--- src/rtl/text_char_feeder_if.sv ---
// CPU write port and renderer handshake bundle for text_char_feeder.
interface text_char_feeder_if #(
    parameter int DEPTH = 16
);
    logic                   i_wr;
    logic [1:0]             i_addr;
    logic [7:0]             i_wdata;
    logic                   i_display_done;
    logic                   o_update;
    logic [7:0]             o_ascii;
    logic [7:0]             o_text_attr;
    logic                   o_full;
    logic                   o_empty;
    logic [$clog2(DEPTH):0] o_level;
    logic                   o_ovf;
    logic                   o_tmo;

    modport master (
        output i_wr, i_addr, i_wdata, i_display_done,
        input  o_update, o_ascii, o_text_attr,
        input  o_full, o_empty, o_level, o_ovf, o_tmo
    );

    modport slave (
        input  i_wr, i_addr, i_wdata, i_display_done,
        output o_update, o_ascii, o_text_attr,
        output o_full, o_empty, o_level, o_ovf, o_tmo
    );
endinterface

--- src/rtl/text_char_feeder.sv ---
// Character FIFO between a CPU write port and a text renderer,
// with a req/ack handshake, timeout and a two-cycle commit gap.
module text_char_feeder #(
    parameter int         DEPTH    = 16,
    parameter logic [7:0] DEF_ATTR = 8'h0F,
    parameter int         TIMEOUT  = 255
) (
    input  logic              i_clk,
    input  logic              i_rst,
    text_char_feeder_if.slave bus
);
    localparam int         AW  = $clog2(DEPTH);
    localparam logic [7:0] TMO = 8'(TIMEOUT);

    typedef enum logic [1:0] {IDLE, REQ, ACK, GAP} state_t;

    state_t        r_state;
    state_t        w_next;
    logic [15:0]   r_mem [DEPTH];
    logic [AW-1:0] r_wptr;
    logic [AW-1:0] r_rptr;
    logic [AW:0]   r_level;
    logic [7:0]    r_attr;
    logic [7:0]    r_ascii;
    logic [7:0]    r_text_attr;
    logic [7:0]    r_cnt;
    logic          r_gap;
    logic          r_update;
    logic          r_ovf;
    logic          r_tmo;

    logic w_full;
    logic w_empty;
    logic w_ctrl;
    logic w_flush;
    logic w_push;
    logic w_drop;
    logic w_pop;
    logic w_tmo_set;
    logic w_cnt_dec;

    assign w_full  = (r_level == (AW+1)'(DEPTH));
    assign w_empty = (r_level == '0);
    assign w_ctrl  = bus.i_wr && (bus.i_addr == 2'd2);
    assign w_flush = w_ctrl && bus.i_wdata[2];
    assign w_push  = bus.i_wr && (bus.i_addr == 2'd0) && !w_full;
    assign w_drop  = bus.i_wr && (bus.i_addr == 2'd0) && w_full;

    always_comb begin
        w_next    = r_state;
        w_pop     = 1'b0;
        w_tmo_set = 1'b0;
        w_cnt_dec = 1'b0;
        unique case (r_state)
            IDLE: begin
                if (!w_empty) begin
                    w_pop  = 1'b1;
                    w_next = REQ;
                end
            end
            REQ: begin
                if (bus.i_display_done) begin
                    w_next = ACK;
                end else if (r_cnt == 8'd0) begin
                    w_tmo_set = 1'b1;
                    w_next    = GAP;
                end else begin
                    w_cnt_dec = 1'b1;
                end
            end
            ACK: begin
                if (!bus.i_display_done) w_next = GAP;
            end
            GAP: begin
                if (r_gap) w_next = IDLE;
            end
            default: w_next = IDLE;
        endcase
    end

    // o_update is registered from the next state so it tracks REQ exactly
    always_ff @(posedge i_clk or posedge i_rst) begin
        if (i_rst) begin
            r_state  <= IDLE;
            r_update <= 1'b0;
        end else begin
            r_state  <= w_next;
            r_update <= (w_next == REQ);
        end
    end

    always_ff @(posedge i_clk or posedge i_rst) begin
        if (i_rst) begin
            r_cnt <= '0;
            r_gap <= 1'b0;
        end else begin
            if (w_pop) r_cnt <= TMO;
            else if (w_cnt_dec) r_cnt <= r_cnt - 8'd1;
            r_gap <= (r_state == GAP) ? !r_gap : 1'b0;
        end
    end

    always_ff @(posedge i_clk) begin
        if (w_push) r_mem[r_wptr] <= {r_attr, bus.i_wdata};
    end

    // a flush only resets occupancy; the entry popped this edge still leaves
    always_ff @(posedge i_clk or posedge i_rst) begin
        if (i_rst) begin
            r_wptr  <= '0;
            r_rptr  <= '0;
            r_level <= '0;
        end else if (w_flush) begin
            r_wptr  <= '0;
            r_rptr  <= '0;
            r_level <= '0;
        end else begin
            if (w_push) r_wptr <= r_wptr + 1'b1;
            if (w_pop) r_rptr <= r_rptr + 1'b1;
            r_level <= r_level + (AW+1)'(w_push) - (AW+1)'(w_pop);
        end
    end

    always_ff @(posedge i_clk or posedge i_rst) begin
        if (i_rst) begin
            r_ascii     <= '0;
            r_text_attr <= '0;
        end else if (w_pop) begin
            {r_text_attr, r_ascii} <= r_mem[r_rptr];
        end
    end

    always_ff @(posedge i_clk or posedge i_rst) begin
        if (i_rst) begin
            r_attr <= DEF_ATTR;
        end else if (bus.i_wr && (bus.i_addr == 2'd1)) begin
            r_attr <= bus.i_wdata;
        end
    end

    always_ff @(posedge i_clk or posedge i_rst) begin
        if (i_rst) begin
            r_ovf <= 1'b0;
            r_tmo <= 1'b0;
        end else begin
            if (w_drop) r_ovf <= 1'b1;
            else if (w_ctrl && bus.i_wdata[0]) r_ovf <= 1'b0;
            if (w_tmo_set) r_tmo <= 1'b1;
            else if (w_ctrl && bus.i_wdata[1]) r_tmo <= 1'b0;
        end
    end

    assign bus.o_update    = r_update;
    assign bus.o_ascii     = r_ascii;
    assign bus.o_text_attr = r_text_attr;
    assign bus.o_full      = w_full;
    assign bus.o_empty     = w_empty;
    assign bus.o_level     = r_level;
    assign bus.o_ovf       = r_ovf;
    assign bus.o_tmo       = r_tmo;
endmodule

--- src/flat_wrapper.sv ---
// flat-port wrapper written by rule: the top's interface ports become plain ports
module text_char_feeder_flat 
#(
    parameter int         DEPTH    = 16,
    parameter logic [7:0] DEF_ATTR = 8'h0F,
    parameter int         TIMEOUT  = 255
)
  (i_clk, i_rst, bus_i_wr, bus_i_addr, bus_i_wdata, bus_i_display_done, bus_o_update, bus_o_ascii, bus_o_text_attr, bus_o_full, bus_o_empty, bus_o_level, bus_o_ovf, bus_o_tmo);
  text_char_feeder_if #(.DEPTH(DEPTH)) bus_i ();
  input  logic i_clk;
  input  logic i_rst;
  input wire logic [$bits(bus_i.i_wr)-1:0] bus_i_wr;
  input wire logic [$bits(bus_i.i_addr)-1:0] bus_i_addr;
  input wire logic [$bits(bus_i.i_wdata)-1:0] bus_i_wdata;
  input wire logic [$bits(bus_i.i_display_done)-1:0] bus_i_display_done;
  output wire logic [$bits(bus_i.o_update)-1:0] bus_o_update;
  output wire logic [$bits(bus_i.o_ascii)-1:0] bus_o_ascii;
  output wire logic [$bits(bus_i.o_text_attr)-1:0] bus_o_text_attr;
  output wire logic [$bits(bus_i.o_full)-1:0] bus_o_full;
  output wire logic [$bits(bus_i.o_empty)-1:0] bus_o_empty;
  output wire logic [$bits(bus_i.o_level)-1:0] bus_o_level;
  output wire logic [$bits(bus_i.o_ovf)-1:0] bus_o_ovf;
  output wire logic [$bits(bus_i.o_tmo)-1:0] bus_o_tmo;
  assign bus_i.i_wr = bus_i_wr;
  assign bus_i.i_addr = bus_i_addr;
  assign bus_i.i_wdata = bus_i_wdata;
  assign bus_i.i_display_done = bus_i_display_done;
  assign bus_o_update = bus_i.o_update;
  assign bus_o_ascii = bus_i.o_ascii;
  assign bus_o_text_attr = bus_i.o_text_attr;
  assign bus_o_full = bus_i.o_full;
  assign bus_o_empty = bus_i.o_empty;
  assign bus_o_level = bus_i.o_level;
  assign bus_o_ovf = bus_i.o_ovf;
  assign bus_o_tmo = bus_i.o_tmo;
  text_char_feeder #(.DEPTH(DEPTH), .DEF_ATTR(DEF_ATTR), .TIMEOUT(TIMEOUT)) u_core (.i_clk(i_clk), .i_rst(i_rst), .bus(bus_i));
endmodule
--- config.mk ---
export PLATFORM = sky130hd
export DESIGN_NAME = text_char_feeder_flat
export DESIGN_NICKNAME = d
export VERILOG_FILES = /design/src/rtl/text_char_feeder_if.sv /design/src/rtl/text_char_feeder.sv /design/src/flat_wrapper.sv
export SDC_FILE = /design/constraint.sdc
export NUM_CORES = 1
export LEC_CHECK = 0
export ABC_AREA = 1
export BUFFER_PORTS_ARGS = -buffer_cell sky130_fd_sc_hd__buf_4
export CAP_MARGIN = 20
export CORE_AREA = 2 2 150 152
export DETAILED_ROUTE_END_ITERATION = 10
export DIE_AREA = 0 0 152 154
export HOLD_SLACK_MARGIN = 0.1
export PLACE_DENSITY = 0.83
export SLEW_MARGIN = 20
export SYNTH_ARGS = -nofsm -noshare
export SYNTH_HDL_FRONTEND = slang
export SYNTH_SLANG_ARGS = --single-unit
--- constraint.sdc ---
create_clock -name i_clk -period 4.04 [get_ports i_clk]
set_clock_uncertainty 0.2 [all_clocks]
set_input_delay 0.202 -clock i_clk [delete_from_list [all_inputs] [get_ports i_clk]]
set_output_delay 0.202 -clock i_clk [all_outputs]
set_load 0.01 [all_outputs]
**After elaboration in Yosys (flattened, before gate mapping)**

Memories as Yosys holds them, arrays and structs flattened. A register that Yosys moved wholly into a read port is not among the register bits.
Index checks and enable logic that the tools add are counted.

- $add $sub $neg: 5
- $mul: 0
- Div/mod/pow operators: 0
- Order comparisons: 0
- Equal/unequal tests: 7
- Shifts and indexed selects: 0
- Multiplexer cells: 28
- Bitwise operators: 0
- Reductions and logical operators: 19

Operators by type and width:

| cell | count |
|---|---|
| $mux 4 | 4 |
| $mux 8 | 2 |
| $mux 1 | 15 |
| $mux 2 | 5 |
| $reduce_bool 2->1 | 5 |
| $add 4x1->4 const B | 2 |
| $logic_and 1x1->1 | 8 |
| $logic_not 8->1 | 1 |
| $pmux 2 s4 | 1 |
| $sub 8x1->8 const B | 1 |
| $eq 2x1->1 const B | 3 |
| $eq 2x2->1 const B | 3 |
| $add 5x1->5 | 1 |
| $eq 5x5->1 const B | 1 |
| $logic_not 5->1 | 1 |
| $mux 5 | 1 |
| $sub 5x1->5 | 1 |
| $logic_not 2->1 | 2 |
| $logic_not 1->1 | 2 |

- Register bits: 35
- Bits in latches: 0
- Bits in writable memories: 256
- Bits in read-only memories: 0
- Logic and storage cells: 70
- Memories kept: 1

Memory list:

| memory | depth | bits a word | rd ports | clocked after memory_dff | write ports | RTL line | source |
|---|---|---|---|---|---|---|---|
| u_core.r_mem | 16 | 16 | 1 | 1 | 1 | text_char_feeder.sv:19 | `logic [15:0] r_mem [DEPTH];` |

**Depth between registers and ports, before layout**

Gate-level depths: netlist of the first run.

- Depth after elaboration: 6
- Mapped depth: 16
- Gate-level depth less buffers: 15

**Worst setup path after synthesis of the first run**

Ideal clock, no wire load.

- Path type: flip-flop to flip-flop
- From: register u_core.r_level[3] (netlist: u_core.bus.o_level[3])
- To: register u_core.r_level[4] (netlist: u_core.bus.o_level[4])
- Setup time: 0.077 ns
- Arrival time: 2.594 ns
- Setup slack: 1.168 ns
- Stages on the path, launching flop included: 17
- Clock period less this slack: 2.872 ns
- Cells stage by stage: dfrtp_1 > inv_1 > ha_1 > nand4_1 > nand2_1 > inv_1 > buf_2 > ha_1 > inv_1 > ha_1 > inv_1 > fa_1 > inv_1 > a21oi_1 > o21bai_1 > o21ai_0 > a21oi_1

RTL lines:

| what | RTL line | source |
|---|---|---|
| from (decl) | text_char_feeder.sv:22 | `logic [AW:0] r_level;` |
| from (signal assigned) | text_char_feeder.sv:120 | `r_level <= r_level + (AW+1)'(w_push) - (AW+1)'(w_pop);` |
| $logic_not 5->1 | text_char_feeder.sv:43 | `assign w_empty = (r_level == '0);` |
| $mux 1 | text_char_feeder.sv:56 | `if (!w_empty) begin` |
| $mux 1 | text_char_feeder.sv:54 | `unique case (r_state)` |
| net u_core.w_pop | text_char_feeder.sv:38 | `logic w_pop;` |
| $sub 5x1->5 | text_char_feeder.sv:120 |  |
| $mux 5 | text_char_feeder.sv:113 | `end else if (w_flush) begin` |

The timed path passes the listed nets, and every way through them passes these cells.
A chain may end at the register's enable or synchronous reset.

**Final worst setup path of the first run**

- From: input bus_i_addr[1]
- To: memory u_core.r_mem[12][4], enable pin

- Longest elaborated chain between the ends: 5

Ends and longest elaborated chain:

| what | RTL line | source |
|---|---|---|
| from (decl) | flat_wrapper.sv:13 | `input wire logic [$bits(bus_i.i_addr)-1:0] bus_i_addr;` |
| $logic_not 2->1 | text_char_feeder.sv:46 | `assign w_push = bus.i_wr && (bus.i_addr == 2'd0) && !w_full;` |
| $logic_and 1x1->1 (2 in series) | text_char_feeder.sv:46 |  |
| $mux 1 | text_char_feeder.sv:104 | `if (w_push) r_mem[r_wptr] <= {r_attr, bus.i_wdata};` |
| $mux 1 (not written as such) | text_char_feeder.sv:104 |  |
| to (decl) | text_char_feeder.sv:19 |  |

Every way passes these cells.

==> results of run 1 <==
-- logic make-up after synthesis --
family	count (synthesis)	share of synthesized area (%)
mux	6	0.505
compound gates	31	1.19
flops	307	67.0
simple gates	682	21.3
xor+xnor	3	0.196
fa+ha+maj	13	1.27
buf+inv	290	8.57
-- tightest hold or removal path, delay by kind of cell --
| kind | cells | cell delay [ns] |
|---|---|---|
| buffers and inverters | 4 | 1.29 |
-- synthesized netlist by cell type, types with 2 or more instances --
cell	number	share of area, %
nand4_1	3	0.14
nand3b_1	2	0.11
buf_4	3	0.17
buf_2	38	1.4
dfrtp_1	47	8.8
mux2_2	6	0.50
edfxtp_1	256	57
nand2_1	432	12
xor2_1	2	0.13
nor2_1	27	0.76
clkbuf_1	12	0.34
clkinv_1	2	0.056
a21oi_1	10	0.37
o21ai_0	19	0.71
inv_1	230	6.4
buf_1	4	0.11
ha_1	12	1.1
dfstp_2	4	0.78
nor3_1	2	0.075
nand3_1	214	8.0
-- timing repair --
action / in CTS / in global routing
hold buffers: 18 / 0
resized for setup: 0 / 0
endpoints found under the setup margin: 0 / 0
hold endpoints to repair: 197 / 0
-- power breakdown --
| group | leakage [uW] | switching [uW] | internal [uW] |
|---|---|---|---|
| registers | 0.00292 | 298 | 3760 |
| logic | 0.00329 | 2060 | 942 |
| clock network | 0.000523 | 1160 | 1810 |
| total | 0.00673 | 3520 | 6520 |
-- routing by layer --
metal / vias up / routed length (um)
li1: 4366 / -
met4: 2 / 1650
met2: 548 / 15900
met3: 100 / 3310
met1: 4476 / 12100
met5: - / 14
-- cell type report --
class                   instances  area, um^2  area share, %
well taps                     280         350           2.32
inverters                     233         877           5.80
clock inverters                12         184           1.22
clock buffers                  44         875           5.78
multi-input cells             735        3310           21.9
flip-flops and latches        307        8970           59.3
repair buffers                 67         561           3.70
-- state kept, by name, summed over array words and instances, names as in the netlist, 2 cells and up --
name and flops:
u_core.bus.o_text_attr 8, u_core.r_attr 8, u_core.r_rptr 4, u_core.bus.o_ascii 8, u_core.r_cnt 8, u_core.r_state 2, u_core.r_mem 256, u_core.bus.o_level 5
u_core.r_wptr 4
-- worst paths after layout --
path,start,end,slack [ns]
worst min-delay path,i_rst,u_core.bus.o_ovf,0.24
worst min register to register,u_core.r_gap,u_core.r_gap,0.26
max in group asynchronous,i_rst,u_core.r_rptr[0],2.81
worst max-delay path,bus_i_addr[1],u_core.r_mem[12][4],0.94
min in group i_clk,u_core.r_gap,u_core.r_gap,0.26
worst max register to register,u_core.r_rptr[0],u_core.bus.o_ascii[4],1.09
-- per-stage QoR --
step / setup slack (ns) / area [um^2]
after floorplan: 1.17 / 13400
after global placement: 1.34 / 13900
after detailed placement: 1.28 / 13900
after CTS: 1.02 / 15100
after global routing: 0.805 / 15100
final: 0.940 / 15100
==> reports/qor.yml, run 1 <==
global_route:
  grt_most_used_layer: "met2"
  grt_pass1_wl_um: 51500
  grt_pass1_vias: 9466
  use_met2_pct: 46.2
  track_usage_pct: 28.5
  met1_usage_pct: 37.4
  grt_max_degree: 82
  antenna_found_initial: 1
  gr-usage-met3_pct: 5.50
  overflow: 0
worst_setup_path:
  endpoint_kind: "flop"
  path_cells: "dlygate4sd3_1, buf_4, nor3_1, dlygate4sd3_1, nand2_1, clkinv_1, nand2_1, nor2_2"
  crit_buf_inv: 4
  start_kind: "input port"
  worstPathRequired_ns: 4.00
  crit_slowest_cell: "nor2_2"
  cp.depth: 8
  cp_max_fo: 16
  critPathMaxStageDelay_ns: 0.83
  critPathArrivalTime_ns: 3.06
  ff2ff_path_depth: 9
  crit_type: "in -> reg"
  cp_top_family: "buffers and inverters"
cells_and_area:
  finalNonFillerCells: 1678
  layout_commonest_cell: "nand2_1"
  post-route-util_pct: 69.8
  area_growth_pct: 13.0
  layout_common_cells: "nand2_1 (432), edfxtp_1 (256), inv_1 (227)"
  nNetsFinal: 1401
  drive_gt1_share_pct: 9.30
  fillers: 1449
  insertedDiodeCount: 0
timing:
  slew_violations: 0
  slew_headroom_pct: 27.1
  period_minus_slack_ns: 3.10
  timing.hold.ws_ns: 0.242
  grt_setup_unrepaired: "no"
  timing.final.hold_violations: 0
  fin_crit_sh_pct: 76.7
  setup_viol: 0
  tns_ns: 0
  tightest_slew_ns: 1.09
  max_freq_ghz: 0.323
clock_network:
  h-tree-depth: 1
  clk_pin_slew_ns: 0.06
  post_cts_buffers: 0
  cts_made_buffers: 30
  cts_root_buffer: "clkbuf_16"
  cts_buffer_depth: 3
  cts_tree: "yes"
  cts_sinks: 307
  clk_latency_ns: 0.55
status:
  status: "completed"
logic_synthesis:
  synth_cell_types: 27
  netlist_instances: 1332
  synth-seq-cells: 307
  synth_area_um2: 13400
  yosys_most_used_dff: "edfxtp_1"
  yosysSeqAreaShare_pct: 67.0
  syn_avg_cell_area_um2: 10.1
  synth-edff-count: 256
  syn-num-nets: 1359
  yosysWarningCount: 0
  async_flop_share_pct: 16.6
drt:
  first_iter_violations: 1249
  drc: 0
  dr.pass1.iters: 5
  drt-total-wl_um: 33100
  route.detailed.wl_per_inst_um: 19.7
  ant_nets: 0
  vias_per_cell: 5.66
  num_vias: 9492
power:
  power.total_uw: 10000
  p_leak_uw: 0.00673
  power_density_nw_per_um2: 663
  peakVddDrop_v: 0.000585
floorplan:
  die_h_um: 154
  ios: 40
  initial_core_util_pct: 61.7
  dieArea_um2: 23400
  rows: 54
  fp.dieW_um: 152
  fp.coreArea_um2: 21700
run:
  maxCapViolations: 0
placement:
  place_inst: 1604
  globalplace.congestion: 0.887
  dp_hpwl_um: 18600
  numPortBuffers: 39
hold_path:
  min_path_type: "in -> async"
Power figures use the tool's default switching activity.
==> run 2, diff against run 1 <==
--- a/config.mk
+++ b/config.mk
@@ -5,14 +5,14 @@
 export SDC_FILE = /design/constraint.sdc
 export NUM_CORES = 1
 export LEC_CHECK = 0
-export ABC_AREA = 1
+export ABC_AREA = 0
 export BUFFER_PORTS_ARGS = -buffer_cell sky130_fd_sc_hd__buf_4
 export CAP_MARGIN = 20
-export CORE_AREA = 2 2 150 152
+export CORE_AREA = 2 2 151 153
 export DETAILED_ROUTE_END_ITERATION = 10
-export DIE_AREA = 0 0 152 154
+export DIE_AREA = 0 0 153 155
 export HOLD_SLACK_MARGIN = 0.1
-export PLACE_DENSITY = 0.83
+export PLACE_DENSITY = 0.79
 export SLEW_MARGIN = 20
 export SYNTH_ARGS = -nofsm -noshare
 export SYNTH_HDL_FRONTEND = slang
==> constraint.sdc (replaced) <==
create_clock -name i_clk -period 2.7 [get_ports i_clk]
set_clock_uncertainty 0.2 [all_clocks]
set_input_delay 0.135 -clock i_clk [delete_from_list [all_inputs] [get_ports i_clk]]
set_output_delay 0.135 -clock i_clk [all_outputs]
set_load 0.01 [all_outputs]
==> run 2 against run 1 <==
The run now ends with setup timing left. Clock-buffer cell count shrank 2. Critical path depth grew 6. Non-clock buffer count grew 40. Highest routed layer is now met4. Setup slack lost 1.0 ns. Largest cell class unchanged. Critical path type is now reg -> reg. Wire length shrank 18%.
==> reports/qor.yml, run 2 <==
clock_network:
  cts_root_buffer: "clkbuf_16"
  cts_made_buffers: 30
  clk_pin_slew_ns: 0.07
  clk_latency_ns: 0.55
  cts_tree: "yes"
  cts_sinks: 307
  h-tree-depth: 1
  cts_buffer_depth: 3
worst_setup_path:
  critPathMaxStageDelay_ns: 0.50
  endpoint_kind: "flop"
  timing.rr.end: "u_core.bus.o_level[4]"
  cp_max_fo: 2
  ff2ff_path_depth: 14
  start_kind: "flop"
  crit_buf_inv: 4
  rrSetupSlack_ns: -0.07
  path_cells: "inv_2, ha_4, or4b_4, nand2_8, inv_4, ha_4, inv_4, ha_4, inv_2, fa_2, nor2b_4, o21bai_2, a21oi_2, nor3b_2"
  critPathArrivalTime_ns: 2.99
  crit_slowest_cell: "or4b_4"
  crit_type: "reg -> reg"
  worstPathRequired_ns: 2.92
  reg2reg_from: "u_core.bus.o_level[3]"
  cp_top_family: "adder cells"
  cp_common_cell: "ha_4"
placement:
  dp_hpwl_um: 15300
  numPortBuffers: 39
  globalplace.congestion: 0.781
power:
  peakVddDrop_v: 0.000821
  power_density_nw_per_um2: 969
  p_leak_uw: 0.00516
cells_and_area:
  fillers: 1438
  nNetsFinal: 827
  largest_register_ffs: 256
  multiInputGateArea_um2: 3090
  layout_common_cells: "edfxtp_1 (256), buf_4 (80), mux2i_1 (65)"
  layout_commonest_cell: "edfxtp_1"
  regMostFlops: "u_core.r_mem"
  insertedDiodeCount: 0
  drive_gt1_share_pct: 26.0
  area_growth_pct: 18.1
  seq_area_um2: 8970
  post-route-util_pct: 65.0
drt:
  vias_per_cell: 6.06
  route.detailed.wl_per_inst_um: 24.4
  first_iter_violations: 623
  num_vias: 6715
  dr.pass1.iters: 5
  drc: 0
  ant_nets: 0
  drt-total-wl_um: 27100
logic_synthesis:
  synth_area_um2: 12200
  synthXorXnorAreaFrac_pct: 1.07
  yosys_most_used_dff: "edfxtp_1"
  synth_top_area_share_pct: 62.9
  synth_compound_area_share_pct: 4.36
  synth_cell_types: 49
  ys_top_cells_by_area: "edfxtp_1 (63%), dfrtp_1 (9.6%), mux4_2 (5.9%)"
  syn-num-nets: 722
  async_flop_share_pct: 16.6
  yosysSeqAreaShare_pct: 73.4
  synth_mux_area_share_pct: 12.0
  netlist_instances: 695
  yosysMostFrequentCell: "edfxtp_1"
  synth-seq-cells: 307
  synth_top_family_by_area: "multiplexers"
  synth-edff-count: 256
  synth_top_area_cell: "edfxtp_1"
  netlist_top_cells_count: "edfxtp_1 (256), mux2i_1 (65), dfrtp_1 (47), a22oi_1 (38), nand3_1 (38)"
  yosysWarningCount: 0
  synth_fa_ha_area_share_pct: 1.39
  syn_avg_cell_area_um2: 17.6
  synthSimpleGateAreaFrac_pct: 5.81
floorplan:
  fp.coreArea_um2: 22200
  die_h_um: 155
  dieArea_um2: 23700
  ios: 40
  rows: 55
  fp.dieW_um: 153
  initial_core_util_pct: 55.0
timing:
  tns_ns: -0.101
  grt_setup_unrepaired: "yes"
  timing.final.hold_violations: 0
  final.setup.worst_slack_ns: -0.0697
  period_minus_slack_ns: 2.77
  slew_headroom_pct: 56.2
  fin_crit_sh_pct: 103
  tightest_slew_ns: 0.655
  slew_violations: 0
  setup_viol: 2
  timing.hold.ws_ns: 0.232
  max_freq_ghz: 0.361
hold_path:
  hold_depth: 2
  min_from: "bus_i_wdata[3]"
  min_to: "u_core.r_mem[1][3]"
  min_path_type: "in -> reg"
status:
  status: "finished with violations"
  failed_checks: "setup timing"
global_route:
  grt_pass1_vias: 7175
  overflow: 0
  grt_max_degree: 27
  antenna_found_initial: 0
  grt_pass1_wl_um: 41500
  track_usage_pct: 23.3
run:
  maxCapViolations: 0
==> run 2: cell count changes after synthesis, moves of 32 or more <==
cell,before,now
a22oi_1,0,38
inv_1,230,20
mux2i_1,0,65
mux4_2,0,32
nand2_1,432,34
nand3_1,214,38
==> run 2: what timing repair did <==
item                                    CTS  global route
buffers inserted                          4             3
endpoints found under the setup margin    2             2
gates resized for setup                   4             6
endpoints found under the hold margin   211             0
pin swaps                                 2             1
hold buffers                             15             0
==> run 2: final cells by class <==
type / count / area share, %
clock buffer: 42 / 5.79
clock inverter: 14 / 0.840
inverter: 20 / 0.554
multi-input combinational: 334 / 21.4
sequential: 307 / 62.1
tap: 285 / 2.47
timing repair buffer: 107 / 6.80
==> run 2: where the power goes <==
| part | switching (uW) | leakage (uW) | internal, uW |
|---|---|---|---|
| sequential | 435 | 0.00290 | 5610 |
| clock | 1710 | 0.000473 | 2270 |
| combinational | 2040 | 0.00179 | 1940 |
| total | 4190 | 0.00516 | 9810 |
==> run 2: worst register-to-register path: stages (launching register included) <==
cell,delay [ns]
dfrtp_1,0.40
inv_2,0.10
ha_4,0.13
or4b_4,0.50
nand2_8,0.09
inv_4,0.04
ha_4,0.21
inv_4,0.06
ha_4,0.12
inv_2,0.03
fa_2,0.35
nor2b_4,0.13
o21bai_2,0.08
a21oi_2,0.14
nor3b_2,0.06
==> run 2: worst max path at each step <==
stage	from	endpoint	depth (start not counted)
2_1_floorplan	u_core.bus.o_level[3]	u_core.bus.o_level[4]	15
3_5_place_dp	u_core.bus.o_level[3]	u_core.bus.o_level[4]	14
4_1_cts	u_core.bus.o_level[3]	u_core.bus.o_level[4]	14
5_1_grt	u_core.bus.o_level[3]	u_core.bus.o_level[4]	14
6_report	u_core.bus.o_level[3]	u_core.bus.o_level[4]	14
3_3_place_gp	u_core.bus.o_level[3]	u_core.bus.o_level[4]	14
==> run 2: stage by stage <==
stage / area [um^2] / power (uW) / cells / setup WS (ns)
floorplan: 12300 / 8540 / 695 / -0.154
global placement: 13300 / 9690 / 1032 / -0.0469
detailed placement: 13300 / 9890 / 1032 / -0.183
CTS: 14400 / 14000 / 1107 / -0.0978
global route: 14400 / 14600 / 1109 / -0.182
finish: 14400 / 14000 / 1109 / -0.0697
==> run 2: per-layer routing <==
layer / up-vias / routed length (um) / track usage [%]
met1: 3407 / 10500 / 30.7
met2: 329 / 13600 / 40.0
met5: - / 0 / 0
li1: 2922 / - / -
met4: 0 / 750 / 8.16
met3: 57 / 2200 / 3.65
==> run 2: cell families after synthesis <==
kind of cell / Yosys count
DFF: 307
and+or+nand+nor: 134
muxes: 105
AOI/OAI and AO/OA: 67
buffers and inverters: 54
xor gates and xnor gates: 15
adders and majority gates: 13
